$ cat src/rtl/logic_ops_arbiter.sv
// ----------------------------------------------------------------------------
// logic_ops_arbiter
//
// Shares one LogicOps unit among NUM_REQ requesters. A round-robin arbiter picks
// one valid request per cycle and loads its operands into the S1 operand
// register, which drives the LogicOps inputs. The LogicOps result and flags are
// captured one cycle later into the S2 response register along with the ID of
// the requester. Responses leave in grant order on one valid/ready channel.
//
// Ports
//   clk, rstN        clock (rising edge), asynchronous active-low reset
//   reqValid         per-requester request valid
//   reqReady         per-requester grant, at most one bit set
//   reqOpA, reqOpB   per-requester 32-bit operands, requester i at [32*i +: 32]
//   reqCIn           per-requester carry-in
//   reqAluOp         per-requester opcode, requester i at [OP_W*i +: OP_W]
//   luOpA, luOpB     registered operands to LogicOps
//   luCIn, luAluOp   registered carry-in and opcode to LogicOps
//   luOut, luFlags   combinational result and flags from LogicOps
//   rspValid         response valid
//   rspReady         response consumer ready
//   rspData          result word
//   rspFlags         {dbz, z, n, v, evenPar, oddPar, c}
//   rspId            index of the requester that issued this result
//   busy             an operation is held in S1 or S2
// ----------------------------------------------------------------------------
module logic_ops_arbiter #(
    parameter int NUM_REQ = 4,
    parameter int ID_W    = $clog2(NUM_REQ),
    parameter int OP_W    = 4
) (
    input  logic                      clk,
    input  logic                      rstN,
    input  logic [NUM_REQ-1:0]        reqValid,
    output logic [NUM_REQ-1:0]        reqReady,
    input  logic [NUM_REQ*32-1:0]     reqOpA,
    input  logic [NUM_REQ*32-1:0]     reqOpB,
    input  logic [NUM_REQ-1:0]        reqCIn,
    input  logic [NUM_REQ*OP_W-1:0]   reqAluOp,
    output logic [31:0]               luOpA,
    output logic [31:0]               luOpB,
    output logic                      luCIn,
    output logic [OP_W-1:0]           luAluOp,
    input  logic [31:0]               luOut,
    input  logic [6:0]                luFlags,
    output logic                      rspValid,
    input  logic                      rspReady,
    output logic [31:0]               rspData,
    output logic [6:0]                rspFlags,
    output logic [ID_W-1:0]           rspId,
    output logic                      busy
);

    localparam int DATA_W = 32;

    logic              vld_p1;
    logic [ID_W-1:0]   id_p1;
    logic [ID_W-1:0]   rrPtr;
    logic              advance2;
    logic              accept1;
    logic              grantValid;
    logic [ID_W-1:0]   grantIdx;
    logic [DATA_W-1:0] selOpA;
    logic [DATA_W-1:0] selOpB;
    logic              selCIn;
    logic [OP_W-1:0]   selAluOp;

    // base + offs, wrapped into 0..NUM_REQ-1 (offs is at most NUM_REQ-1)
    function automatic logic [ID_W-1:0] wrapAdd(input logic [ID_W-1:0] base, input int offs);
        int s;
        s = int'(base) + offs;
        if (s >= NUM_REQ) begin
            s = s - NUM_REQ;
        end
        return s[ID_W-1:0];
    endfunction

    // S2 moves whenever S1 has data and the response slot is free or draining;
    // S1 can take a new request when empty or when it is moving into S2.
    assign advance2 = vld_p1 & (~rspValid | rspReady);
    assign accept1  = ~vld_p1 | advance2;
    assign busy     = vld_p1 | rspValid;

    // Round-robin search starting at rrPtr; reqReady is forced low in reset.
    always_comb begin
        grantValid = 1'b0;
        grantIdx   = '0;
        for (int i = 0; i < NUM_REQ; i++) begin
            if (!grantValid && reqValid[wrapAdd(rrPtr, i)]) begin
                grantValid = 1'b1;
                grantIdx   = wrapAdd(rrPtr, i);
            end
        end
        if (!(accept1 && rstN)) begin
            grantValid = 1'b0;
        end
    end

    always_comb begin
        reqReady = '0;
        if (grantValid) begin
            reqReady[grantIdx] = 1'b1;
        end
    end

    always_comb begin
        selOpA   = '0;
        selOpB   = '0;
        selCIn   = 1'b0;
        selAluOp = '0;
        for (int i = 0; i < NUM_REQ; i++) begin
            if (grantIdx == ID_W'(i)) begin
                selOpA   = reqOpA[DATA_W*i +: DATA_W];
                selOpB   = reqOpB[DATA_W*i +: DATA_W];
                selCIn   = reqCIn[i];
                selAluOp = reqAluOp[OP_W*i +: OP_W];
            end
        end
    end

    // Control: S1/S2 valid bits and round-robin pointer
    always_ff @(posedge clk or negedge rstN) begin
        if (!rstN) begin
            vld_p1   <= 1'b0;
            rrPtr    <= '0;
            rspValid <= 1'b0;
        end else begin
            if (grantValid) begin
                vld_p1 <= 1'b1;
                rrPtr  <= wrapAdd(grantIdx, 1);
            end else if (advance2) begin
                vld_p1 <= 1'b0;
            end
            if (advance2) begin
                rspValid <= 1'b1;
            end else if (rspReady) begin
                rspValid <= 1'b0;
            end
        end
    end

    // Datapath: S1 operand register (request -> LogicOps inputs),
    // S2 response register (LogicOps outputs -> rsp*)
    always_ff @(posedge clk or negedge rstN) begin
        if (!rstN) begin
            luOpA    <= '0;
            luOpB    <= '0;
            luCIn    <= 1'b0;
            luAluOp  <= '0;
            id_p1    <= '0;
            rspData  <= '0;
            rspFlags <= '0;
            rspId    <= '0;
        end else begin
            if (grantValid) begin
                luOpA   <= selOpA;
                luOpB   <= selOpB;
                luCIn   <= selCIn;
                luAluOp <= selAluOp;
                id_p1   <= grantIdx;
            end
            if (advance2) begin
                rspData  <= luOut;
                rspFlags <= luFlags;
                rspId    <= id_p1;
            end
        end
    end

endmodule

$ cat config.mk
export PLATFORM = sky130hd
export DESIGN_NAME = logic_ops_arbiter
export DESIGN_NICKNAME = d
export VERILOG_FILES = /design/src/rtl/logic_ops_arbiter.sv
export SDC_FILE = /design/constraint.sdc
export NUM_CORES = 1
export LEC_CHECK = 0
export CAP_MARGIN = 10
export CORE_AREA = 2 2 171 173
export DETAILED_ROUTE_END_ITERATION = 7
export DIE_AREA = 0 0 173 175
export SETUP_SLACK_MARGIN = 0.05
export SYNTH_ARGS = -nofsm -noshare
export SYNTH_HDL_FRONTEND = slang
export SYNTH_SLANG_ARGS = --single-unit
$ cat constraint.sdc
create_clock -name clk -period 4.9 [get_ports clk]
set_clock_uncertainty 0.1 [all_clocks]
set_input_delay 0.735 -clock clk [delete_from_list [all_inputs] [get_ports clk]]
set_output_delay 0.735 -clock clk [all_outputs]
set_load 0.02 [all_outputs]
# Word level (Yosys, flattened, before mapping)
# Cells that the tools add are included.
# word_totals
ff_bits	116
output_inout_bits	116
inputBits	322
wordCells	96
# op_classes
eq_ne	3
n_lt_le_gt_ge	11
n_reduce_logical	11
addsub	9
bitwise_logic	6
n_mux	45
# ops
operator	n
$mux W32	8
$mux W4	5
$mux W1	18
$mux W2	9
$lt A2 B3 Y1 const B	5
$ge A3 B3 Y1 const B	4
$sub A2 B1 Y2 const B	5
$bmux W1 S2	4
$add A2 B1 Y3 const B	2
$add A2 B2 Y3 const B	2
$logic_and A1 B1 Y1	5
$eq A2 B2 Y1 const B	2
$reduce_bool A2 Y1	2
$ge A2 B3 Y1 const B	1
$logic_not A1 Y1	3
$or A1 B1 Y1	3
$demux W1 S2	1
$eq A2 B1 Y1 const B	1
$ge A2 B1 Y1 const B	1
$logic_not A2 Y1	1
$not A1 Y1	2
$and A1 B1 Y1	1

# Logic depth before layout (Yosys ltp)
# Gate-level depths: netlist of run 1.
# logic_depth
ltp_word	19
depth_mapped	11
ltp_nobuf	9

# Worst setup path after synthesis of run 1
# OpenSTA, ideal clock, no wires.
# synth_timing
kind	input to output
from	input reqValid[2]
to	output reqReady[3]
path_stages	7
arrival_time_ns	2.151
path_buffers	1
slack_ns	1.914
required_time_ns	4.065
cell_sequence	inv_1 o22ai_1 a211oi_1 ha_1 inv_2 clkbuf_1 nor2_1
# synth_between
elab_chain_len	17
elab_cells_between_ends	29
classes_between	2 x order compare; 20 x mux; 7 x reduce/logical
# synth_rtl
element	line_no	source
start, declared	34	input logic [NUM_REQ-1:0] reqValid,
$bmux W1 S2	89	if (!grantValid && reqValid[wrapAdd(rrPtr, i)]) begin
$mux W1 (implied by the code)	89	
$mux W1	89	
$logic_not A1 Y1	89	
$logic_and A1 B1 Y1	89	
$mux W1	89	
$logic_not A1 Y1	89	
$logic_and A1 B1 Y1	89	
[... 2 more ...]	n/a	
$logic_and A1 B1 Y1	89	
$mux W2 *	89	
net grantIdx[0]	62	logic [ID_W-1:0] grantIdx;
$lt A2 B3 Y1 (implied by the code) or $ge A2 B1 Y1 (tied branches)	102	reqReady[grantIdx] = 1'b1;
$logic_and A1 B1 Y1 (implied by the code)	102	
$mux W1 (implied by the code)	102	
$demux W1 S2 *	102	
$mux W4 *	101	if (grantValid) begin
end, declared	35	output logic [NUM_REQ-1:0] reqReady,
# The timed path passes the listed nets; every way through them passes the cells marked *. The select of a mux whose other input is x is not followed.

# Worst setup path in the final report of run 1
# layout_timing
from	input reqValid[1]
to	output reqReady[2]
# The elaborated chain is that of the path after synthesis.

==> results.toml, run 1 <==
[job]
cap_violations = 0

[cts]
cts.sinks = 116
cts-root-buf = "clkbuf_16"
cts_tree = "done"
clk_pin_slew_worst_paths_ps = 60
cts_buffers = 17
clk_path_buf_depth = 2
cts_hold_buffers = 0
cts-htree-levels = 4
clk_latency_ps = 410
post_cts_buffers = 0
cts.repair.resized = 0

[finish]
instances_no_fill = 1345
final_core_util_pct = 38.86
layout_common_cells = "clkdlybuf4s50_1, dfrtp_1, nand2_1"
diodes = 0
area_growth_pct = 91.86
drive_above_1_share_pct = 9.990
fill_cells = 2871
fin_nets = 1274
mostFrequentLayoutCell = "clkdlybuf4s50_1"

[sta]
fmax_mhz = 242.3
setup_violations = 0
final.min_clock_period_ps = 4127
slew_headroom_pct = 31.73
rsz0062_at_grt = "no"
finalCritPeriodShare_pct = 84.22
drv_slew = 0
worst_pin_slew_ps = 1021
final.setup.tns_ps = 0
fin_ws_ps = 773.4
hold_viol = 0

[setup_path]
cp.required_ps = 4070
rr_worst_depth = 9
crit_family = "buffers and inverters"
cp-end-kind = "output port"
crit_chain = "clkdlybuf4s50_1 > nand2b_1 > a21oi_1 > a211oi_1 > inv_1 > ha_1 > inv_1 > nor2_1 > clkdlybuf4s50_1"
cpMaxStageDelayCell = "a211oi_1"
crit_buf_inv = 4
cp_max_fo = 5
start_kind = "input port"
critPathKind = "input port to output port"
crit_cells = 9
arrival_ps = 3290
slowest_delay_ps = 600

[logic_synthesis]
synthSimpleGateAreaFrac_pct = 6.506
ys.warnings.count = 0
synth_adder_area_share_pct = 0.8703
synthesis.nets = 862
synth_top_family_by_area = "compound AO/OA/AOI/OAI gates"
synth_compound_area_share_pct = 28.31
ys_ff_latch = 116
yosysSeqAreaShare_pct = 50.48
avgSynthCellArea_um2 = 10.73
syn_inst = 536
synth_cell_type_count = 28
synth.area.mux_share_pct = 8.225
synth_area_um2 = 5751
synth-xor-area-share_pct = 0

[place]
place_congestion = 0.8018
dp.cells = 1313
place_ws_ps = 770.9
dp_hpwl_mm = 19.40
io_buffers = 437

[pwr]
p_total_mw = 5.724
ir_drop_uv = 284.3
leakage_nw = 4.288
p_per_area_nw_per_um2 = 518.8

[detailed_routing]
drtPass1Iterations = 4
drc_errors = 0
drtAntennaViolNets = 0
wl_per_cell_um = 19.30
via_per_inst = 4.702
initialDrtViolationCount = 383
drt-total-wl_mm = 25.96
vias = 6324

[floorplanning]
num_io_pins = 438
die_w_um = 173
start_util_pct = 20.25
num_rows = 62
core-area_um2 = 28390
floorplan.die_area_um2 = 30280
die_y_um = 175

[run_status]
outcome = "finished, final reports clean"

[hold_path]
hp-class = "flip-flop to flip-flop"
holdPathStages = 2

[global_route]
grt_max_degree = 72
overflow = 0
track_usage_pct = 16.74
grt_pass1_wl_mm = 39.19
antenna_found_initial = 0
grt_pass1_vias = 6651
-- layer usage --
layer | track usage [%] | vias to the layer above | wire length (um) | part of all wire [%]
li1 | - | 2953 | - | -
met1 | 20.00 | 3005 | 10610 | 41
met2 | 27.82 | 334 | 12520 | 48
met3 | 5.592 | 32 | 2076 | 8.0
met4 | 6.568 | 0 | 744 | 2.9
met5 | 0 | - | 0 | 0
-- Yosys cell counts --
cell      count  area [um2]
clkbuf_1     27       101.4
a21o_1        1       7.510
o22a_1        1       8.760
dfrtp_1     116        2903
a211oi_1      2       15.01
ha_1          4       50.05
buf_2        21       105.1
o41ai_2       1       16.27
a32oi_1       1       8.760
a32o_1        1       10.01
nand2_1      76       285.3
nor2b_1       1       6.260
nor2_1        7       26.28
and3_1        1       6.260
inv_1         8       30.03
a221oi_1     68       595.6
buf_4         2       15.01
o22ai_1      69       431.7
o41ai_1       1       8.760
nor3_1        1       5.000
nand3b_1      1       7.510
mux2_2       42       473.0
o31ai_1      68       510.5
or2_2         1       6.260
nand2b_1      5       31.28
inv_2         1       3.750
a21oi_1       3       15.01
buf_6         6       67.56
-- layout make-up --
class / instances / area [um2] / area share, %
clock buffers: 18 / 439.2 / 3.980
clock inverters: 14 / 152.6 / 1.384
inverters: 9 / 33.78 / 0.3062
multi-input cells: 355 / 2550 / 23.11
flip-flops and latches: 116 / 2903 / 26.31
well taps: 384 / 480.5 / 4.355
repair buffers: 449 / 4474 / 40.55
-- per-stage QoR --
| step | area (um2) | hold WS [ps] |
|---|---|---|
| after floorplan | 5751 | 339.4 |
| after global placement | 10440 | 358.9 |
| after detailed placement | 10440 | 364.8 |
| after CTS | 11030 | 379.6 |
| after global routing | 11030 | 392.6 |
| final | 11030 | 374.7 |
-- flip-flops by register name (all words and copies together), names as in the netlist, 2 cells and up --
name and flops:
luAluOp 4, id_p1 2, rspData 32, luOpB 32
rrPtr 2, luOpA 32, rspFlags 7, rspId 2
-- cells by family after synthesis --
group | after synthesis
mux | 42
simple gates | 93
flops | 116
fa+ha+maj | 4
buf+inv | 65
compound gates | 216
-- worst reg2reg max path: cells and delay by family, from the launching register on --
kind / cells / cell delay (ps)
AOI/OAI and AO/OA: 4 / 1390
adders and majority gates: 1 / 340
buffers and inverters: 2 / 700
DFF: 1 / 380
and+or+nand+nor: 2 / 170
-- where the power goes --
| part | switching [mW] | internal [mW] |
|---|---|---|
| registers | 0.210 | 1.33 |
| clock network | 0.507 | 0.768 |
| logic | 1.55 | 1.35 |
| total | 2.27 | 3.45 |
-- worst paths after layout --
kind / startpoint / endpoint / slack (ps)
worst max-delay path: reqValid[1] / reqReady[2] / 770
worst min-delay path: luOpB[15]$_DFFE_PN0N_ / luOpB[15]$_DFFE_PN0N_ / 370
worst max register to register: rrPtr[0]$_DFFE_PN0N_ / luOpB[22]$_DFFE_PN0N_ / 1680
worst min register to register: luOpB[15]$_DFFE_PN0N_ / luOpB[15]$_DFFE_PN0N_ / 370
max in group asynchronous: rstN / luOpA[15]$_DFFE_PN0N_ / 2960
min in group asynchronous: rstN / luAluOp[2]$_DFFE_PN0N_ / 410
(Power assumes the default switching activity.)
==> run 2, diff against run 1 <==
- clock period: 4.9 -> 3.6 ns (I/O delays scaled with it)
==> run 2 against run 1 <==
  * Final area is 0.46% higher
  * Total power rose by 36%
  * Wire length is 0.32% higher
  * Largest cell class unchanged
  * Via count hardly changed
  * Worst hold slack worse by 180 ps
  * Core utilization increased by 0.18 points
  * Sequential power grew 38%
  * Setup slack lost 560 ps
  * Clock-buffer cell count is 1 lower
  * Sequential share of layout area fell by 0.12 points
  * First-iteration DRC count is 19% lower
  * Critical path depth down 1
==> results.toml, run 2 (same netlist as run 1, synthesis figures left out) <==
[run_status]
outcome = "finished, final reports clean"

[setup_path]
rr_startpoint = "rrPtr[0]$_DFFE_PN0N_"
startpoint = "reqValid[0]"
arrival_ps = 2750
cp.required_ps = 2960
critPathKind = "input port to output port"
start_kind = "input port"
cp-end-kind = "output port"
rr_worst_depth = 11
cp_max_fo = 5

[cts]
cts.sinks = 116
clk_pin_slew_worst_paths_ps = 70
cts_hold_buffers = 0
cts_tree = "done"
cts-htree-levels = 4
clk_path_buf_depth = 2
cts_buffers = 17
clk_latency_ps = 410
post_cts_buffers = 0
cts-root-buf = "clkbuf_16"
cts.repair.resized = 0

[detailed_routing]
drc_errors = 0
drtPass1Iterations = 5
via_per_inst = 4.685
drtAntennaViolNets = 0
drt-total-wl_mm = 26.04
wl_per_cell_um = 19.30
vias = 6320
initialDrtViolationCount = 312

[place]
dp_hpwl_mm = 19.88
place_ws_ps = 108.3
place_congestion = 0.8065
io_buffers = 437

[pwr]
p_comb_share_pct = 52.0
clkPwrFrac_pct = 20.8
share_seq_of_total_power_pct = 27.3
p_per_area_nw_per_um2 = 700.7
p_switching_mw = 3.138
leakage_nw = 4.317
p_int_mw = 4.628
switching_share_pct = 40.41
ir_drop_uv = 310.2

[sta]
rsz0062_at_grt = "no"
fin_ws_ps = 214.5
setup_violations = 0
drv_slew = 0
final.setup.tns_ps = 0
final.min_clock_period_ps = 3385
hold_viol = 0
finalCritPeriodShare_pct = 94.04
slew_headroom_pct = 43.69
fmax_mhz = 295.4
worst_pin_slew_ps = 844.7

[global_route]
met1_usage_pct = 19.76
overflow = 0
grt_pass1_vias = 6485
grt_max_degree = 79
use_met2_pct = 29.25
grt_pass1_wl_mm = 39.32
track_usage_pct = 16.83
grt-busiest-layer = "met2"
use_met3_pct = 5.766
antenna_found_initial = 0

[finish]
fin_nets = 1278
drive_above_1_share_pct = 10.36
top_regs = "luOpA: 32 flops, luOpB: 32 flops, rspData: 32 flops"
layout_common_cells = "clkdlybuf4s50_1, dfrtp_1, nand2_1"
mostFrequentLayoutCell = "clkdlybuf4s50_1"
area_growth_pct = 92.75
diodes = 0

[floorplanning]
die_y_um = 175
start_util_pct = 20.25
die_w_um = 173
core-area_um2 = 28390
num_rows = 62
floorplan.die_area_um2 = 30280
num_io_pins = 438

[hold_path]
hp-class = "input port to async pin"

[job]
cap_violations = 0
run 2: cell count changes in the layout (fill, tap and decap cells not counted), sizes merged:
cell / delta
buf: +4
bufinv: -2
clkbuf: -1
clkdlybuf4s50: -1
clkinv: -3
clkinvlp: +2
dlymetal6s2s: +1
inv: +4
run 2: area by class of cell:
| class | count | area, um2 |
|---|---|---|
| sequential | 116 | 2903 |
| tap | 384 | 480.5 |
| fill | 2851 | 17310 |
| timing repair buffer | 453 | 4569 |
| clock buffer | 17 | 425.4 |
| multi-input combinational | 355 | 2550 |
| clock inverter | 15 | 122.6 |
| inverter | 9 | 33.78 |
run 2: final timing paths:
| check | endpoint | slack, ps |
|---|---|---|
| worst min-delay path | rrPtr[0]$_DFFE_PN0N_ | 190 |
| min in group clk | vld_p1$_DFFE_PN0P_ | 310 |
| worst min register to register | luOpA[20]$_DFFE_PN0N_ | 370 |
| worst max-delay path | reqReady[2] | 210 |
| max in group asynchronous | luOpA[7]$_DFFE_PN0N_ | 1880 |
| worst max register to register | luOpB[21]$_DFFE_PN0N_ | 800 |
run 2: per-layer routing:
metal  vias up  wire length [um]
met3        18              2108
met1      3015             10360
met5         -                 0
met4         0               464
li1       2958                 -
met2       329             13100
run 2: power by group through the flow:
stage                     sequential (mW)  combinational, mW  clock [mW]
after CTS                            2.12               4.08        1.68
after detailed placement             2.13               4.06           0
after floorplan                      2.71               1.41           0
after global placement               2.11               4.07           0
after global routing                 2.19               4.32        1.74
final                                2.12               4.04        1.61
run 2: critical path, stage by stage:
cell             delay, ps
clkdlybuf4s50_1        500
a21o_1                 210
a21oi_1                150
o22a_1                 240
ha_1                   210
inv_1                   90
nor2_1                 140
clkdlybuf4s50_1        660
run 2: through the flow:
stage | cells | hold slack, ps | power [mW] | area [um2] | util [%]
after floorplan | 536 | 144.4 | 4.119 | 5751 | -
after global placement | 1317 | 358.7 | 6.180 | 10530 | 37.10
after detailed placement | 1317 | 365.8 | 6.199 | 10530 | 37.10
after CTS | 1349 | 204.3 | 7.882 | 11080 | 39.03
after global routing | 1349 | 228.2 | 8.245 | 11080 | 39.04
final | 1349 | 193.8 | 7.767 | 11080 | 39.04
==> edit 1: new RTL, settings of run 2 <==
Change the parameter `OP_W` from 4 to 6.
--- a/src/rtl/logic_ops_arbiter.sv
+++ b/src/rtl/logic_ops_arbiter.sv
@@ -27,7 +27,7 @@
 module logic_ops_arbiter #(
     parameter int NUM_REQ = 4,
     parameter int ID_W    = $clog2(NUM_REQ),
-    parameter int OP_W    = 4
+    parameter int OP_W    = 6
 ) (
     input  logic                      clk,
     input  logic                      rstN,
Interface: changed (resized luAluOp and reqAluOp); port bits go from 438 to 448. The function was not compared with the original's and may differ.
==> edit 1 against run 2 <==
  * Synthesized area up 2.2%
  * Critical path type unchanged
  * Largest power group unchanged
  * Sequential cell count rose by 2
  * Critical endpoint is now reqReady[3]
  * Design area rose by 2.0%
  * Routed wire length up 1.2%
  * Power is 2.0% higher
  * Worst setup slack better by 0.020 ns
  * Global-route usage rose by 0.38 points
  * Via count rose by 1.2%
==> edit 1: results (changes against run 2) <==
stage;metric;value;unit;change
route;DR iter-0 viols;308;;was 312
sta;worst-margin pin slew;0.924;ns;was 0.845 ns
layout;Layout Nets;1306;;was 1278
layout;n_diodes;0;;unchanged
grt;M3 GR Usage;4.83;%;was 5.77%
grt;GR Overflow Total;0;;unchanged
critical_path;WP data arrival;2.73;ns;was 2.75 ns
clock_tree;Max H-tree Level;4;;unchanged
critical_path;Top Family by Delay on Critical Path;buffers and inverters;;unchanged
clock_tree;# hold bufs at CTS;0;;unchanged
logic_synthesis;Yosys warnings;0;;unchanged
grt;vias in the first global route;6668;;was 6485
clock_tree;post-CTS setup buffers;0;;unchanged
grt;grt peak-use layer;met2;;unchanged
clock_tree;Root Driver;clkbuf_16;;unchanged
clock_tree;CTS Buf Count;17;;unchanged
critical_path;Max Fanout on Critical Path;5;;unchanged
grt;pin count of the biggest net entering global routing;81;;was 79
route;DR vias;6393;;was 6320
route;first drt pass iteration count;5;;unchanged
grt;met2 Use GR;28.9;%;was 29.3%
power;Max VDD drop;0.000248;V;was 0.000310 V
place;gpl congestion;0.801;;was 0.807
grt;met1 Usage GRT;20.8;%;was 19.8%
layout;top flop regs;luOpA x32, luOpB x32, rspData x32;;unchanged
clock_tree;clk buf depth;2;;unchanged
logic_synthesis;Synth area leaders;dfrtp_1 (50%), a221oi_1 (10%), o31ai_1 (8.9%);;unchanged
layout;Final Non-Filler Cells;1369;;was 1349
critical_path;Crit-path slowest cell;clkdlybuf4s50_1;;unchanged
grt;global-route usage over all layers;17.2;%;was 16.8%
min_path;Hold Path Class;input port to asynchronous set/reset pin;;unchanged
outcome;run status;finished clean;;unchanged
grt;initial antenna violation count;0;;unchanged
route;routed length per instance;19.3;µm;about the same
logic_synthesis;asr flop ratio synth;100;%;unchanged
logic_synthesis;post-synthesis net count;882;;was 862
clock_tree;Worst-path clk slew;0.07;ns;about the same
layout;layout cell share with drive strength beyond 1;10.1;%;was 10.4%
logic_synthesis;register area share after synthesis;50.2;%;was 50.5%
power;leakage;4.45;nW;was 4.32 nW
logic_synthesis;commonest register cell after synthesis;dfrtp_1;;unchanged
logic_synthesis;Distinct cells, synth;29;;was 28
logic_synthesis;Post-synth top cells;dfrtp_1 (118), nand2_1 (77), o22ai_1 (71);;was dfrtp_1 (116), nand2_1 (76), o22ai_1 (69)
power;Sw Share;40.5;%;was 40.4%
place;IO Port Bufs;447;;was 437
logic_synthesis;Synth Instances;548;;was 536
critical_path;crit-path max cell delay;0.64;ns;was 0.66 ns
power;comb pwr;4.07;mW;
power;clock share of power;21.4;%;was 20.8%
clock_tree;post_cts resized;0;;unchanged
place;DP HPWL;19600;µm;was 19900 µm
grt;first-pass GRT wire length;40400;µm;was 39300 µm
clock_tree;Skew-Pair Late Insertion Delay;0.41;ns;about the same
edit 1: logic make-up (layout without fill, tap and decap cells):
logic type / after synthesis / after routing / synth area share (%)
buffers and inverters: 67 / 504 / 5.85
and+or+nand+nor: 95 / 95 / 6.58
adders and majority gates: 4 / 4 / 0.851
DFF: 118 / 118 / 50.2
AOI/OAI and AO/OA: 222 / 222 / 28.5
muxes: 42 / 42 / 8.04
edit 1: through the flow:
step,power [mW],setup WS [ns],hold WS [ns],util (%),area (µm²)
2_1_floorplan,4.21,0.886,0.144,-,5880
3_3_place_gp,6.28,0.154,0.360,37.8,10700
3_5_place_dp,6.31,0.141,0.365,37.8,10700
4_1_cts,8.07,0.148,0.297,39.8,11300
5_1_grt,8.44,0.0648,0.328,39.8,11300
6_report,7.92,0.235,0.261,39.8,11300
edit 1: routing by layer:
layer  routed length [µm]  share of wire (%)  vias to the layer above
met4                  805                3.1                        0
met5                    0                  0                        -
li1                     -                  -                     3026
met3                 1850                7.0                       41
met2                13000                 49                      311
met1                10700                 41                     3015
edit 1: final timing paths:
kind / startpoint / to / slack, ns / depth (start not counted)
worst max-delay path: reqValid[1] / reqReady[3] / 0.23 / 9
worst min-delay path: rstN / luOpA[25] / 0.26 / 2
worst max register to register: rrPtr[0] / luAluOp[5] / 0.94 / 11
worst min register to register: luOpB[0] / luOpB[0] / 0.38 / 2
max in group asynchronous: rstN / luOpA[18] / 1.77 / 3
min in group clk: rstN / vld_p1 / 0.33 / 3
edit 1: final cells by class:
cell class                      count  area [µm²]
Tap cell                          384         480
Sequential cell                   118        2950
Timing Repair Buffer              463        4660
Multi-Input combinational cell    363        2600
Inverter                            9        33.8
Clock buffer                       17         425
Clock inverter                     15         150
Fill cell                        2835       17100
==> edit 2: new RTL, settings of run 2 <==
Without the edit above. Register the output `rspFlags` once more, with the module's reset; this adds one clock of latency there. The other outputs are not delayed to match.
--- a/src/rtl/logic_ops_arbiter.sv
+++ b/src/rtl/logic_ops_arbiter.sv
@@ -52,6 +52,8 @@
 );
 
     localparam int DATA_W = 32;
+
+    logic [6:0] rspFlags_s0;
 
     logic              vld_p1;
     logic [ID_W-1:0]   id_p1;
@@ -149,7 +151,7 @@
             luAluOp  <= '0;
             id_p1    <= '0;
             rspData  <= '0;
-            rspFlags <= '0;
+            rspFlags_s0 <= '0;
             rspId    <= '0;
         end else begin
             if (grantValid) begin
@@ -161,11 +163,19 @@
             end
             if (advance2) begin
                 rspData  <= luOut;
-                rspFlags <= luFlags;
+                rspFlags_s0 <= luFlags;
                 rspId    <= id_p1;
             end
         end
     end
 
+    always_ff @(posedge clk or negedge rstN) begin
+        if (!rstN) begin
+            rspFlags <= '0;
+        end else begin
+            rspFlags <= rspFlags_s0;
+        end
+    end
+
 endmodule
 
Behaviour: not the same (a bounded check fails within 4 cycles, from zero or initial values and one cycle with rstN low).
==> edit 2 against run 2 <==
  * Worst setup slack got worse by 0.050 ns
  * Sequential cell count is 7 higher
  * Fmax down 1.4%
  * Design area is 1.6% higher
  * Routed wire length grew 6.3%
  * Power up 1.2%
  * Final cell count rose by 0.59%
  * Global-route usage grew 0.99 points
  * Critical path depth is 2 higher
  * Synthesized area is 3.0% higher
  * Synthesized cell count rose by 1.3%
==> edit 2: results (changes against run 2) <==
stage;metric;value;unit;change
grt;met1 Usage GRT;20.8;%;was 19.8%
route;DR vias;6515;;was 6320
grt;vias in the first global route;6702;;was 6485
clock_tree;Worst-path clk slew;0.07;ns;about the same
logic_synthesis;post-synthesis net count;869;;was 862
logic_synthesis;syn avg cell area;10.9;µm²;was 10.7 µm²
place;gpl congestion;0.845;;was 0.807
critical_path;R2R cell count;10;;was 11
critical_path;crit-path max cell delay;0.58;ns;was 0.66 ns
grt;first-pass GRT wire length;41000;µm;was 39300 µm
place;Cells after DPL;1324;;was 1317
sta;Fmax;291;MHz;was 295 MHz
critical_path;WP data arrival;2.80;ns;was 2.75 ns
grt;met2 Use GR;30.0;%;was 29.3%
route;first drt pass iteration count;4;;was 5
logic_synthesis;Synth area leaders;dfrtp_1 (52%), a221oi_1 (10%), o31ai_1 (8.6%);;was dfrtp_1 (50%), a221oi_1 (10%), o31ai_1 (8.9%)
outcome;run status;finished clean;;unchanged
layout;layout cell share with drive strength beyond 1;10.2;%;was 10.4%
clock_tree;Skew-Pair Late Insertion Delay;0.41;ns;about the same
route;routed length per instance;20.4;µm;was 19.3 µm
grt;M3 GR Usage;5.79;%;was 5.77%
sta;worst-margin pin slew;0.902;ns;was 0.845 ns
logic_synthesis;Post-synth top cells;dfrtp_1 (123), nand2_1 (76), o22ai_1 (69);;was dfrtp_1 (116), nand2_1 (76), o22ai_1 (69)
layout;fillers;2793;;was 2851
critical_path;Critical path origin;reqValid[1];;was reqValid[0]
clock_tree;Max H-tree Level;4;;unchanged
critical_path;reg2reg end;luOpA[30];;was luOpB[21]
route;DR iter-0 viols;315;;was 312
power;Max VDD drop;0.000310;V;about the same
critical_path;Top Family by Delay on Critical Path;buffers and inverters;;unchanged
grt;initial antenna violation count;1;;was 0
critical_path;Max Fanout on Critical Path;5;;unchanged
min_path;Hold Path Class;register to register;;was input port to asynchronous set/reset pin
power;sw power;3.13;mW;was 3.14 mW
grt;pin count of the biggest net entering global routing;84;;was 79
logic_synthesis;asr flop ratio synth;100;%;unchanged
power;leakage;4.43;nW;was 4.32 nW
critical_path;Setup crit end;reqReady[2];;unchanged
grt;global-route usage over all layers;17.8;%;was 16.8%
critical_path;FF-to-FF setup slack;1.01;ns;was 0.80 ns
place;DP HPWL;20900;µm;was 19900 µm
logic_synthesis;Yosys warnings;0;;unchanged
critical_path;worst reg2reg startpoint;rrPtr[0];;unchanged
route;Via-to-Cell Ratio;4.80;;was 4.68
logic_synthesis;register area share after synthesis;52.0;%;was 50.5%
place;post-placement worst setup slack;0.130;ns;was 0.108 ns
critical_path;Crit-path slowest cell;clkdlybuf4s50_1;;unchanged
==> edit 2: cell count changes after synthesis, sizes merged <==
cell   before  now
dfrtp     116  123
==> edit 2: logic make-up after synthesis <==
| group | Yosys count | synth area share, % |
|---|---|---|
| compound gates | 216 | 27.5 |
| fa+ha+maj | 4 | 0.845 |
| buf+inv | 65 | 5.41 |
| flops | 123 | 52.0 |
| mux | 42 | 7.98 |
| simple gates | 93 | 6.32 |
==> edit 2: final cells by class <==
cell class              count  area (µm²)  area share, %
diodes                      1        2.50         0.0222
clock buffers              17         425           3.78
clock inverters            14         125           1.11
inverters                   9        33.8          0.300
multi-input cells         355        2550           22.6
flip-flops and latches    123        3080           27.3
well taps                 384         480           4.27
repair buffers            454        4560           40.5
==> edit 2: power by group through the flow <==
| stage | Sequential [mW] | Combinational, mW | Clock (mW) |
|---|---|---|---|
| after floorplan | 2.80 | 1.41 | 0 |
| after global placement | 2.22 | 4.01 | 0 |
| after detailed placement | 2.23 | 4.03 | 0 |
| after CTS | 2.22 | 4.04 | 1.71 |
| after global routing | 2.28 | 4.28 | 1.77 |
| final | 2.21 | 4.00 | 1.65 |
==> edit 2: metrics by stage <==
| stage | util [%] | cell area [µm²] | power [mW] |
|---|---|---|---|
| final | 39.7 | 11300 | 7.86 |
| after global routing | 39.7 | 11300 | 8.33 |
| after CTS | 39.6 | 11200 | 7.97 |
| after detailed placement | 37.6 | 10700 | 6.26 |
| after global placement | 37.6 | 10700 | 6.23 |
| after floorplan | - | 5920 | 4.21 |
==> edit 2: worst min path at each step <==
stage                         from           to  slack, ns
floorplan                     rstN     id_p1[0]       0.14
global placement    rspFlags_s0[5]  rspFlags[5]       0.25
detailed placement  rspFlags_s0[5]  rspFlags[5]       0.26
CTS                 rspFlags_s0[6]  rspFlags[6]       0.27
global route        rspFlags_s0[6]  rspFlags[6]       0.27
finish              rspFlags_s0[6]  rspFlags[6]       0.26
==> edit 2: worst reg2reg max path, cell delays in order, from the launching register on <==
cell      delay (ns)
dfrtp_1         0.40
nand2b_1        0.15
a21oi_1         0.13
a211oi_1        0.07
buf_4           0.17
ha_1            0.22
inv_2           0.08
buf_12          0.22
buf_4           0.44
nor2_1          0.11
o41ai_1         0.38
==> edit 2: layer usage <==
metal / wire length [µm] / share of wire [%]
met3: 2310 / 8.4
met1: 10800 / 39
met2: 13700 / 49
met4: 886 / 3.2
met5: 0 / 0
==> edit 2: what timing repair did <==
action | CTS | global route
hold buffers | 1 | 0
setup buffers | 0 | 0
endpoints found under the hold margin | 40 | 0
gates resized for setup | 0 | 3
setup endpoints to repair | 0 | 3
